==> config.mk <==
export PLATFORM = sky130hd
export DESIGN_NAME = skin_region_stats
export DESIGN_NICKNAME = d
export VERILOG_FILES = /design/src/rtl/skin_region_stats_pkg.sv /design/src/rtl/skin_region_stats_raster_counter.sv /design/src/rtl/skin_region_stats.sv
export SDC_FILE = /design/constraint.sdc
export NUM_CORES = 1
export LEC_CHECK = 0
export ABC_AREA = 1
export CAP_MARGIN = 5
export CORE_MARGIN = 2
export CORE_UTILIZATION = 45
export CTS_BUF_LIST = sky130_fd_sc_hd__clkbuf_8
export DETAILED_ROUTE_END_ITERATION = 7
export DONT_BUFFER_PORTS = 1
export PLACE_DENSITY = 0.59
export SYNTH_ARGS = -nofsm -noshare
export SYNTH_HDL_FRONTEND = slang
export SYNTH_HIERARCHICAL = 1
export SYNTH_SLANG_ARGS = --single-unit
==> constraint.sdc <==
create_clock -name clk -period 3.81 [get_ports clk]
set_input_delay 0.381 -clock clk [delete_from_list [all_inputs] [get_ports clk]]
set_output_delay 0.381 -clock clk [all_outputs]
set_load 0.02 [all_outputs]
==> src/rtl/skin_region_stats_pkg.sv <==
// Shared types for the skin region statistics stage: FSM state, default frame
// geometry and the bounding-box record.
package skin_stats_pkg;

  localparam int DEF_WIDTH  = 640;
  localparam int DEF_HEIGHT = 480;

  // Box fields are kept wide enough for any supported geometry; users slice.
  localparam int BOX_W = 16;

  typedef enum logic [0:0] {
    ACCUM  = 1'b0,
    REPORT = 1'b1
  } state_t;

  typedef struct packed {
    logic [BOX_W-1:0] x_min;
    logic [BOX_W-1:0] x_max;
    logic [BOX_W-1:0] y_min;
    logic [BOX_W-1:0] y_max;
  } bbox_t;

endpackage

==> src/rtl/skin_region_stats_raster_counter.sv <==
// Raster position tracker: x/y over a WIDTH x HEIGHT frame, advanced once per
// accepted pixel, with a flag marking the final pixel of the frame.
module raster_counter
  import skin_stats_pkg::*;
#(
  parameter int WIDTH  = DEF_WIDTH,
  parameter int HEIGHT = DEF_HEIGHT,
  parameter int XW     = 10,
  parameter int YW     = 9
) (
  input  logic          clk,
  input  logic          rst,
  input  logic          advance,
  output logic [XW-1:0] x,
  output logic [YW-1:0] y,
  output logic          last_pixel
);

  logic x_end;
  logic y_end;

  assign x_end      = (x == XW'(WIDTH - 1));
  assign y_end      = (y == YW'(HEIGHT - 1));
  assign last_pixel = x_end && y_end;

  always_ff @(posedge clk) begin
    if (rst) begin
      x <= '0;
      y <= '0;
    end else if (advance) begin
      if (x_end) begin
        x <= '0;
        y <= y_end ? '0 : y + YW'(1);
      end else begin
        x <= x + XW'(1);
      end
    end
  end

endmodule

==> src/rtl/skin_region_stats.sv <==
// Per-frame skin pixel count and bounding box from the skinScore stream.
// Optional SKIN_MASK_OUT_EN adds a registered per-pixel mask output.
module skin_region_stats
  import skin_stats_pkg::*;
#(
  parameter int WIDTH  = DEF_WIDTH,
  parameter int HEIGHT = DEF_HEIGHT,
  parameter int XW     = 10,
  parameter int YW     = 9,
  parameter int CW     = 19
) (
  input  logic          clk,
  input  logic          rst,
  input  logic          valid_in,
  input  logic [7:0]    skinScore,
  input  logic [7:0]    threshold,
  output logic          frame_done,
  output logic [CW-1:0] skin_count,
  output logic          bbox_valid,
  output logic [XW-1:0] x_min,
  output logic [XW-1:0] x_max,
  output logic [YW-1:0] y_min,
  output logic [YW-1:0] y_max
`ifdef SKIN_MASK_OUT_EN
  ,
  output logic          mask_valid,
  output logic          mask,
  output logic          mask_sof
`endif
);

  logic [XW-1:0] x;
  logic [YW-1:0] y;
  logic          last_pixel;
  logic          skin;
  state_t        state;

  logic [CW-1:0] acc_count, base_count, nxt_count;
  logic          acc_hit, base_hit, nxt_hit;
  bbox_t         acc_box, base_box, nxt_box;
  logic [BOX_W-1:0] px, py;

  raster_counter #(
    .WIDTH (WIDTH),
    .HEIGHT(HEIGHT),
    .XW    (XW),
    .YW    (YW)
  ) u_raster (
    .clk       (clk),
    .rst       (rst),
    .advance   (valid_in),
    .x         (x),
    .y         (y),
    .last_pixel(last_pixel)
  );

  assign skin = (skinScore >= threshold);
  assign px   = BOX_W'(x);
  assign py   = BOX_W'(y);

  // In REPORT the accumulators restart from zero so a pixel arriving in that
  // cycle lands in the new frame.
  always_comb begin
    base_count = (state == REPORT) ? '0 : acc_count;
    base_hit   = (state == REPORT) ? 1'b0 : acc_hit;
    base_box   = (state == REPORT) ? '0 : acc_box;
    nxt_count  = base_count;
    nxt_hit    = base_hit;
    nxt_box    = base_box;
    if (valid_in && skin) begin
      nxt_count = base_count + CW'(1);
      nxt_hit   = 1'b1;
      if (!base_hit) begin
        nxt_box = '{x_min: px, x_max: px, y_min: py, y_max: py};
      end else begin
        if (px < base_box.x_min) nxt_box.x_min = px;
        if (px > base_box.x_max) nxt_box.x_max = px;
        if (py < base_box.y_min) nxt_box.y_min = py;
        if (py > base_box.y_max) nxt_box.y_max = py;
      end
    end
  end

  always_ff @(posedge clk) begin
    if (rst) begin
      state      <= ACCUM;
      acc_count  <= '0;
      acc_hit    <= 1'b0;
      acc_box    <= '0;
      frame_done <= 1'b0;
      skin_count <= '0;
      bbox_valid <= 1'b0;
      x_min      <= '0;
      x_max      <= '0;
      y_min      <= '0;
      y_max      <= '0;
    end else begin
      state      <= (valid_in && last_pixel) ? REPORT : ACCUM;
      acc_count  <= nxt_count;
      acc_hit    <= nxt_hit;
      acc_box    <= nxt_box;
      frame_done <= (state == REPORT);
      if (state == REPORT) begin
        skin_count <= acc_count;
        bbox_valid <= acc_hit;
        x_min      <= acc_hit ? acc_box.x_min[XW-1:0] : '0;
        x_max      <= acc_hit ? acc_box.x_max[XW-1:0] : '0;
        y_min      <= acc_hit ? acc_box.y_min[YW-1:0] : '0;
        y_max      <= acc_hit ? acc_box.y_max[YW-1:0] : '0;
      end
    end
  end

`ifdef SKIN_MASK_OUT_EN
  always_ff @(posedge clk) begin
    if (rst) begin
      mask_valid <= 1'b0;
      mask       <= 1'b0;
      mask_sof   <= 1'b0;
    end else begin
      mask_valid <= valid_in;
      mask       <= valid_in && skin;
      mask_sof   <= valid_in && (x == '0) && (y == '0);
    end
  end
`endif

endmodule

**After elaboration in Yosys (flattened, before gate mapping)**

Index checks and enable logic that the tools add are counted.

- $add $sub $neg: 3
- Order comparisons: 5
- Equality and inequality tests: 2
- Mux-type cells: 18
- Reduce and logical (&&, ||, !) cells: 4

Operators with widths:

| kind | count |
|---|---|
| $mux W64 | 3 |
| $mux W16 | 4 |
| $mux W19 | 2 |
| $mux W10 | 3 |
| $mux W9 | 3 |
| $add A19 B1 Y19 const B | 1 |
| $gt A10 B16 Y1 | 1 |
| $gt A9 B16 Y1 | 1 |
| $lt A10 B16 Y1 | 1 |
| $lt A9 B16 Y1 | 1 |
| $add A10 B1 Y10 const B | 1 |
| $eq A10 B10 Y1 const B | 1 |
| $add A9 B1 Y9 const B | 1 |
| $eq A9 B9 Y1 const B | 1 |
| $ge A8 B8 Y1 | 1 |
| $logic_and A1 B1 Y1 | 3 |
| $mux W1 | 3 |
| $reduce_and A2 Y1 | 1 |

- Bits in registers: 163

**Longest topological paths before layout**

Gate-level depths: netlist (run 1).

- Depth in word-level cells: 5
- Depth in mapped cells: 20
- Depth with buffers taken out: 17

**Modules after synthesis**

The synthesis (run 1) kept the hierarchy.

By module, submodules not included:

| module | times used | cells each | area an instance (µm²) | seq. area each (µm²) |
|---|---|---|---|---|
| skin_region_stats | 1 | 988 | 6961.7 | 2882.8 |
| raster_counter | 1 | 160 | 1073.5 | 380.4 |

**Least setup slack after synthesis (run 1)**

OpenSTA, ideal clock, no wires.

- Kind: reg-to-reg
- Start: register state
- End: register acc_box[5] (netlist bit)
- Setup time: 0.112 ns
- Data arrival time: 2.497 ns
- Data required time: 3.698 ns
- Slack: 1.201 ns
- Cell stages (with the launch flop): 19
- Path buffers: 4
- Clock period less this slack: 2.609 ns
- Cells stage by stage: dfxtp_1 > buf_2 > buf_1 > buf_1 > nor2_1 > inv_1 > ha_1 > a21oi_1 > o21a_1 > nand2_1 > nand2_1 > nand2_1 > nand2_1 > nand2_2 > nand2_4 > clkinv_2 > buf_6 > nor2_1 > nor2_1

- Word-level cells in the longest chain between the ends: 5

Ends and longest elaborated chain:

| what | line | source |
|---|---|---|
| start: declaration | skin_region_stats.sv:36 | `state_t state;` |
| start signal: assignment | skin_region_stats.sv:98 | `state <= (valid_in && last_pixel) ? REPORT : ACCUM;` |
| $mux W64 | skin_region_stats.sv:66 | `base_box = (state == REPORT) ? '0 : acc_box;` |
| $gt A9 B16 Y1 | skin_region_stats.sv:79 | `if (py > base_box.y_max) nxt_box.y_max = py;` |
| $mux W16 | skin_region_stats.sv:79 |  |
| $mux W64 | skin_region_stats.sv:73 | `if (!base_hit) begin` |
| $mux W64 * | skin_region_stats.sv:70 | `if (valid_in && skin) begin` |
| end signal: assignment | skin_region_stats.sv:101 | `acc_box <= nxt_box;` |
| end: declaration | skin_region_stats.sv:40 | `bbox_t acc_box, base_box, nxt_box;` |

Every way passes the cells marked *; elsewhere a longest branch is shown, timed or not.
A chain may end at the register's enable or synchronous reset.

==> out/metrics.csv, run 1 <==
stage;metric;value;unit
critical_path;startpoint_type;register;
detailed_routing;num_vias;6901;
power_and_ir_drop;p_leak;0.00371;µW
detailed_routing;drc;0;
sta;period_share;70.0;%
floorplanning;initial_core_util;46.3;%
critical_path;cp.required;4.18;ns
sta;worst_slew_pin_slew;0.959;ns
sta;whs;0.0612;ns
clock_network;clk_pin_slew;0.09;ns
outcome;outcome;complete, no violations;
sta;setup_tns;0;ns
global_routing;grt_pass1_wl;31.9;mm
synthesis;synth_fp_nets;1214;
floorplanning;fp.dieH;138;µm
placement;gp_congestion;0.832;
power_and_ir_drop;irDropWorstVdd;0.280;mV
sta;drv_slew;0;
critical_path;reg2regPathDepth;5;
run;cap_viol_max_count;0;
floorplanning;dieArea;18900;µm²
placement;io_buffer_count;0;
detailed_routing;via_per_inst;5.04;
sta;rsz0062_at_grt;false;
global_routing;grt_pass1_vias;6336;
critical_path;crit_arrival;3.04;ns
hold_path;min_path_type;in -> reg;
critical_path;worst-path-max-fanout;39;
critical_path;ff2ff_setup_slack;1.14;ns
cells_and_area;utilization;49.6;%
placement;dp.cells;1335;
global_routing;grt_usage;21.7;%
global_routing;grt_start_max_net_pins;52;
placement;placed_cell_area;8170;µm²
clock_network;cts_buffers;17;
synthesis;synth_cells;1148;
clock_network;cts_tree;built;
global_routing;antenna_found_initial;0;
synthesis;synth.distinct_cells;34;
hold_path;whs_path_depth;1;
cells_and_area;diodes;0;
clock_network;htreeDepth;4;
clock_network;cts_setup_buffers;0;
floorplanning;coreArea;17400;µm²
cells_and_area;layout.cells.non_filler;1368;
clock_network;clockRootBuffer;clkbuf_8;
hold_path;min_to;frame_done;
critical_path;path_class;reg -> reg;
sta;finalSetupViolCount;0;
sta;finalHoldViolations;0;
critical_path;max_stage_delay;0.65;ns
clock_network;clkLatencyLatePin;0.46;ns
detailed_routing;routed_wl;19.6;mm
sta;clock.fmax;375;MHz
cells_and_area;area_growth;7.19;%
detailed_routing;firstDrtPassIters;7;
synthesis;synth.area.top_cells;dfxtp_1 41%, nand2_1 12%, nor2_1 7.6%;
critical_path;cp-end-kind;register;
clock_network;clkSinkCount;163;
global_routing;grt_overflow;0;
floorplanning;ios;78;
critical_path;slowest_stage;nand2_1;
critical_path;r2r_end;y_max[3];
synthesis;syn_area;8040;µm²
synthesis;synth_largest_area_cell;dfxtp_1;
synthesis;synth_top_area_share;40.6;%
sta;period_minus_slack;2.67;ns
critical_path;r2r_start;state;
detailed_routing;antenna_left;0;
detailed_routing;drt_iter0_drc;419;
critical_path;crit_path_cell_trace;clkinv_2 > buf_4 > nor2_1 > nand2_1 > o21ai_0;
floorplanning;fp-row-count;48;
cells_and_area;fillers;1786;
synthesis;yosysWarnings;6;
hold_path;worstHoldStart;rst;
power_and_ir_drop;power.density;405;nW/µm²
clock_network;cts_resized;0;
clock_network;hold_buffers;2;
synthesis;syn_area_per_cell;7.00;µm²
sta;skew;0.0116;ns
floorplanning;die_w;138;µm
cells_and_area;layout.nets;1197;
clock_network;clk_path_buf_depth;2;
synthesis;synth_seq_area_share;40.6;%
cells_and_area;final_layout_size_suffix_gt1_share;6.65;%
sta;relSlewSlack;35.9;%
synthesis;ys_ff_latch;163;
detailed_routing;wl_per_cell;14.3;µm
cells_and_area;design_area;8610;µm²
placement;dpl.hpwl;13.1;mm
[critical path: cells and delay by family (launching register included)]
| family | cells | cell delay (ns) |
|---|---|---|
| compound gates | 1 | 0.39 |
| buf+inv | 2 | 0.88 |
| flops | 1 | 0.34 |
| simple gates | 2 | 0.95 |
[placed cells by master (no fill, tap or decap), types with 2 or more instances in the layout]
cell        instances
nand2_1           255
clkinv_2            6
nand3_1           118
dfxtp_1           162
inv_6               2
ha_1               47
o21a_1              4
nor2_2              7
xnor2_1             4
nor3_1             28
nor2_1            162
clkinvlp_4          2
nor4_1              2
nor3_2              2
nand2_2             8
bufinv_16           3
nand3b_1            6
clkbuf_8           18
inv_2               3
a21oi_1            63
clkinv_4            2
nor2_4              3
nand4_1            14
inv_1             134
o21ai_0            53
nand2_4             4
xor2_1              7
buf_4              11
nor3b_1             2
o21ai_1             3
[Yosys cell counts (all sizes together)]
library cell	n
xor2	7
xnor2	4
clkinv	3
nand3b	6
nand4	14
nor2	173
inv	137
clkbuf	24
o21ai	56
a21oi	63
nand2	267
nor3	30
nand3	119
o21a	4
ha	47
dfxtp	163
or3	1
nor3b	2
buf	25
nor4	2
a31o	1
[area by class of cell]
type	count	area (µm²)	share of cell area, %
multi-input cells	796	4010	46.6
flip-flops and latches	163	3260	37.9
repair buffers	13	120	1.39
well taps	225	282	3.27
clock inverters	13	159	1.84
clock buffers	18	248	2.88
inverters	140	529	6.14
[worst max path at each step]
stage	end	cells after the start	from
finish	y_max[3]	5	state
global route	y_min[7]	5	state
floorplan	acc_box[5]	18	state
global placement	acc_box[0]	13	threshold[3]
detailed placement	acc_box[5]	13	threshold[3]
CTS	y_max[3]	5	state
[registers in the layout, summed over array words and instances, names as in the netlist]
register	count
acc_hit	1
u_raster/y	9
acc_box	64
u_raster/x	10
frame_done	1
state	1
skin_count	19
acc_count	19
y_max	9
bbox_valid	1
y_min	9
x_max	10
x_min	10
[routing by layer]
layer  wire (µm)  share of wire [%]  track usage [%]  vias up
met5           0                  0                0        -
met4         355                1.8             7.04        0
met3         836                4.3             5.33       24
met2        9100                 47             36.1      143
met1        9260                 47             27.5     3116
li1            -                  -                -     3618
[stage by stage]
stage | setup slack, ns | total power [µW]
after floorplan | 1.20 | 2120
after global placement | 1.15 | 2190
after detailed placement | 1.10 | 2190
after CTS | 1.14 | 3530
after global routing | 0.860 | 3650
final | 1.14 | 3490
[logic make-up (layout without fill, tap and decap cells)]
logic type,Yosys count,after routing,synth area share [%]
AND/OR/NAND/NOR,614,614,33.5
buffers and inverters,189,184,9.47
flip-flops,163,163,40.6
adder cells (fa/ha/maj),47,47,7.32
AO/OA/AOI/OAI,124,124,7.89
XOR/XNOR,11,11,1.20
[power by group]
part | switching, µW | internal (µW) | total [µW]
clock network | 664 | 662 | 1330
registers | 28.4 | 1750 | 1770
logic | 257 | 130 | 387
total | 950 | 2540 | 3490
(Power assumes the default switching activity.)
==> run 2: changes to the inputs <==
- ABC_AREA: 1 -> 0
- clock period: 3.81 -> 2.6 ns (I/O delays scaled with it)
==> out/metrics.csv, run 2 <==
stage;metric;value;unit;change
synthesis;synth-edff-count;0;;unchanged
detailed_routing;num_vias;5578;;was 6901
critical_path;crit_arrival;2.93;ns;was 3.04 ns
outcome;outcome;complete, no violations;;unchanged
synthesis;yosysWarnings;6;;unchanged
placement;placed_cell_area;7570;µm²;was 8170 µm²
floorplanning;dieArea;17200;µm²;was 18900 µm²
critical_path;worst-path-max-fanout;7;;was 39
placement;dp.cells;986;;was 1335
placement;gp_congestion;0.849;;was 0.832
detailed_routing;wl_per_cell;16.2;µm;was 14.3 µm
synthesis;yosysMostFrequentCell;dfxtp_1;;was nand2_1
floorplanning;die_w;131;µm;was 138 µm
cells_and_area;layout.nets;866;;was 1197
cells_and_area;largest_register_ff_count;64;;unchanged
critical_path;cp-end-kind;register;;unchanged
cells_and_area;layout.cells.non_filler;1029;;was 1368
sta;period_minus_slack;2.53;ns;was 2.67 ns
clock_network;htreeDepth;4;;unchanged
critical_path;path_class;reg -> reg;;unchanged
synthesis;synth_seq_area_share;44.8;%;was 40.6%
synthesis;synthArstFlopShare;0;%;unchanged
synthesis;syn_area_per_cell;9.17;µm²;was 7.00 µm²
global_routing;grt_start_max_net_pins;89;;was 52
clock_network;clk_pin_slew;0.09;ns;about the same
synthesis;synth.distinct_cells;55;;was 34
sta;finalWorstSetupSlack;0.0661;ns;was 1.14 ns
cells_and_area;area_growth;11.9;%;was 7.19%
placement;io_buffer_count;0;;unchanged
clock_network;clkLatencyLatePin;0.46;ns;about the same
floorplanning;fp-row-count;46;;was 48
detailed_routing;routed_wl;16.6;mm;was 19.6 mm
synthesis;yosys-top-cells-count;163 x dfxtp_1, 107 x nand2_1, 97 x nor2_1;;was 255 x nand2_1, 163 x dfxtp_1, 162 x nor2_1
critical_path;startpoint_type;register;;unchanged
power_and_ir_drop;power.density;567;nW/µm²;was 405 nW/µm²
cells_and_area;final_layout_size_suffix_gt1_share;9.72;%;was 6.65%
power_and_ir_drop;p_int;3460;µW;was 2540 µW
hold_path;min_path_type;in -> reg;;unchanged
synthesis;synth_flop_cell;dfxtp_1;;unchanged
synthesis;synth_largest_area_cell;dfxtp_1;;unchanged
sta;drv_slew;0;;unchanged
detailed_routing;firstDrtPassIters;4;;was 7
critical_path;startpoint;state;;unchanged
placement;place_ws;0.0834;ns;was 1.10 ns
sta;skew;0.0167;ns;was 0.0116 ns
global_routing;grt_pass1_vias;5386;;was 6336
power_and_ir_drop;irDropWorstVdd;0.372;mV;was 0.280 mV
clock_network;cts_tree;built;;unchanged
sta;period_share;97.5;%;was 70.0%
critical_path;cp.required;3.00;ns;was 4.18 ns
cells_and_area;final_cell_mix;162 x dfxtp_1, 106 x nand2_1, 96 x nor2_1;;was 255 x nand2_1, 162 x nor2_1, 162 x dfxtp_1
cells_and_area;layout_commonest_cell;dfxtp_1;;was nand2_1
power_and_ir_drop;switching_power;1150;µW;was 950 µW
clock_network;clockRootBuffer;clkbuf_8;;unchanged
synthesis;ys_ff_latch;163;;unchanged
global_routing;grt_pass1_wl;27.3;mm;was 31.9 mm
clock_network;cts_buffers;17;;unchanged
sta;finalHoldViolations;0;;unchanged
power_and_ir_drop;p_comb_share;5.7;%;was 11.1%
cells_and_area;diodes;0;;unchanged
floorplanning;ios;78;;unchanged
cells_and_area;largestRegisters;acc_box x64, acc_count x19, skin_count x19;;unchanged
detailed_routing;drt_iter0_drc;289;;was 419
cells_and_area;largest_register;acc_box;;unchanged
power_and_ir_drop;power_frac_clock;39.8;%;was 38.0%
floorplanning;initial_core_util;46.0;%;was 46.3%
power_and_ir_drop;p_leak;0.00309;µW;was 0.00371 µW
synthesis;syn_area;7280;µm²;was 8040 µm²
placement;dpl.hpwl;11.3;mm;was 13.1 mm
sta;worst_slew_pin_slew;0.879;ns;was 0.959 ns
synthesis;synth.area.top_cells;dfxtp_1 45%, ha_1 8.1%, mux2i_1 7.8%;;was dfxtp_1 41%, nand2_1 12%, nor2_1 7.6%
synthesis;synth_top_area_share;44.8;%;was 40.6%
global_routing;antenna_found_initial;0;;unchanged
run;cap_viol_max_count;0;;unchanged
synthesis;synth_cells;794;;was 1148
cells_and_area;design_area;8150;µm²;was 8610 µm²
clock_network;clkSinkCount;163;;unchanged
floorplanning;fp.dieH;131;µm;was 138 µm
power_and_ir_drop;p_seq_share;54.4;%;was 50.9%
sta;relSlewSlack;41.0;%;was 35.9%
sta;setup_tns;0;ns;unchanged
detailed_routing;antenna_left;0;;unchanged
hold_path;worstHoldStart;rst;;unchanged
sta;finalSetupViolCount;0;;unchanged
power_and_ir_drop;finalPower;4620;µW;was 3490 µW
sta;clock.fmax;395;MHz;was 375 MHz
critical_path;r2r_start;state;;unchanged
detailed_routing;drc;0;;unchanged
power_and_ir_drop;switching_share;25.0;%;was 27.2%
floorplanning;coreArea;15800;µm²;was 17400 µm²
clock_network;clk_path_buf_depth;2;;unchanged
global_routing;grt_overflow;0;;unchanged
detailed_routing;via_per_inst;5.42;;was 5.04
synthesis;synth_fp_nets;860;;was 1214
global_routing;grt_usage;19.5;%;was 21.7%
[run 2: stage by stage]
step                      hold slack, ns  utilization, %
after floorplan                    0.374               -
after global placement             0.341            47.8
after detailed placement           0.342            47.8
after CTS                       0.000251            50.7
after global routing             0.00534            51.5
final                             0.0283            51.5
[run 2: timing repair]
item                       4_1_cts  5_1_grt
setup buffers                    0        5
setup endpoints to repair        0       26
gates resized for setup          0       12
hold buffers                     4        0
hold endpoints to repair        88        0
[run 2: final timing paths]
kind                               endpoint  slack (ns)  cells past startpoint
worst min-delay path            acc_box[21]        0.03                      2
worst max-delay path            acc_box[18]        0.07                     10
worst min register to register  acc_box[59]        0.43                      2
worst max register to register  acc_box[18]        0.07                     10
[run 2: cell families (layout without fill, tap and decap cells)]
group                      after synthesis  in the layout  synth area share, %
xor gates and xnor gates                28             28                 3.37
DFF                                    163            163                 44.8
buffers and inverters                   57             76                 3.28
muxes                                   57             57                 7.83
AOI/OAI and AO/OA                      102            102                 9.81
adders and majority gates               47             47                 8.07
and+or+nand+nor                        340            340                 22.8
[run 2: layout make-up]
class                   count  area [µm²]
clock buffers              20         275
inverters                  13        56.3
repair inverters            1        6.26
repair buffers             30         312
clock inverters            12         119
flip-flops and latches    163        3270
multi-input cells         574        3840
well taps                 216         270
fillers                  1458        7680
[run 2: power by group through the flow]
stage / clock (µW) / sequential [µW] / combinational (µW)
6_report: 1840 / 2510 / 265
5_1_grt: 1990 / 2520 / 289
4_1_cts: 1890 / 2520 / 260
3_5_place_dp: 0 / 2570 / 225
3_3_place_gp: 0 / 2570 / 217
2_1_floorplan: 0 / 2570 / 184
[run 2: critical path, cell delays in order (launching register included)]
cell and delay, ns:
dfxtp_4 0.38, inv_8 0.09, nand2_4 0.05, ha_4 0.17
or4b_4 0.49, o2111ai_4 0.11, a31oi_1 0.12, a2111o_1 0.43
a21oi_4 0.24, clkbuf_16 0.19, mux2i_1 0.18
[run 2: layer usage]
layer / vias to the layer above / routed length [µm] / global-route usage (%)
met4: 0 / 248 / 6.04
met3: 23 / 892 / 5.63
met2: 118 / 7760 / 31.1
met5: - / 0 / 0
met1: 2648 / 7720 / 25.6
li1: 2789 / - / -
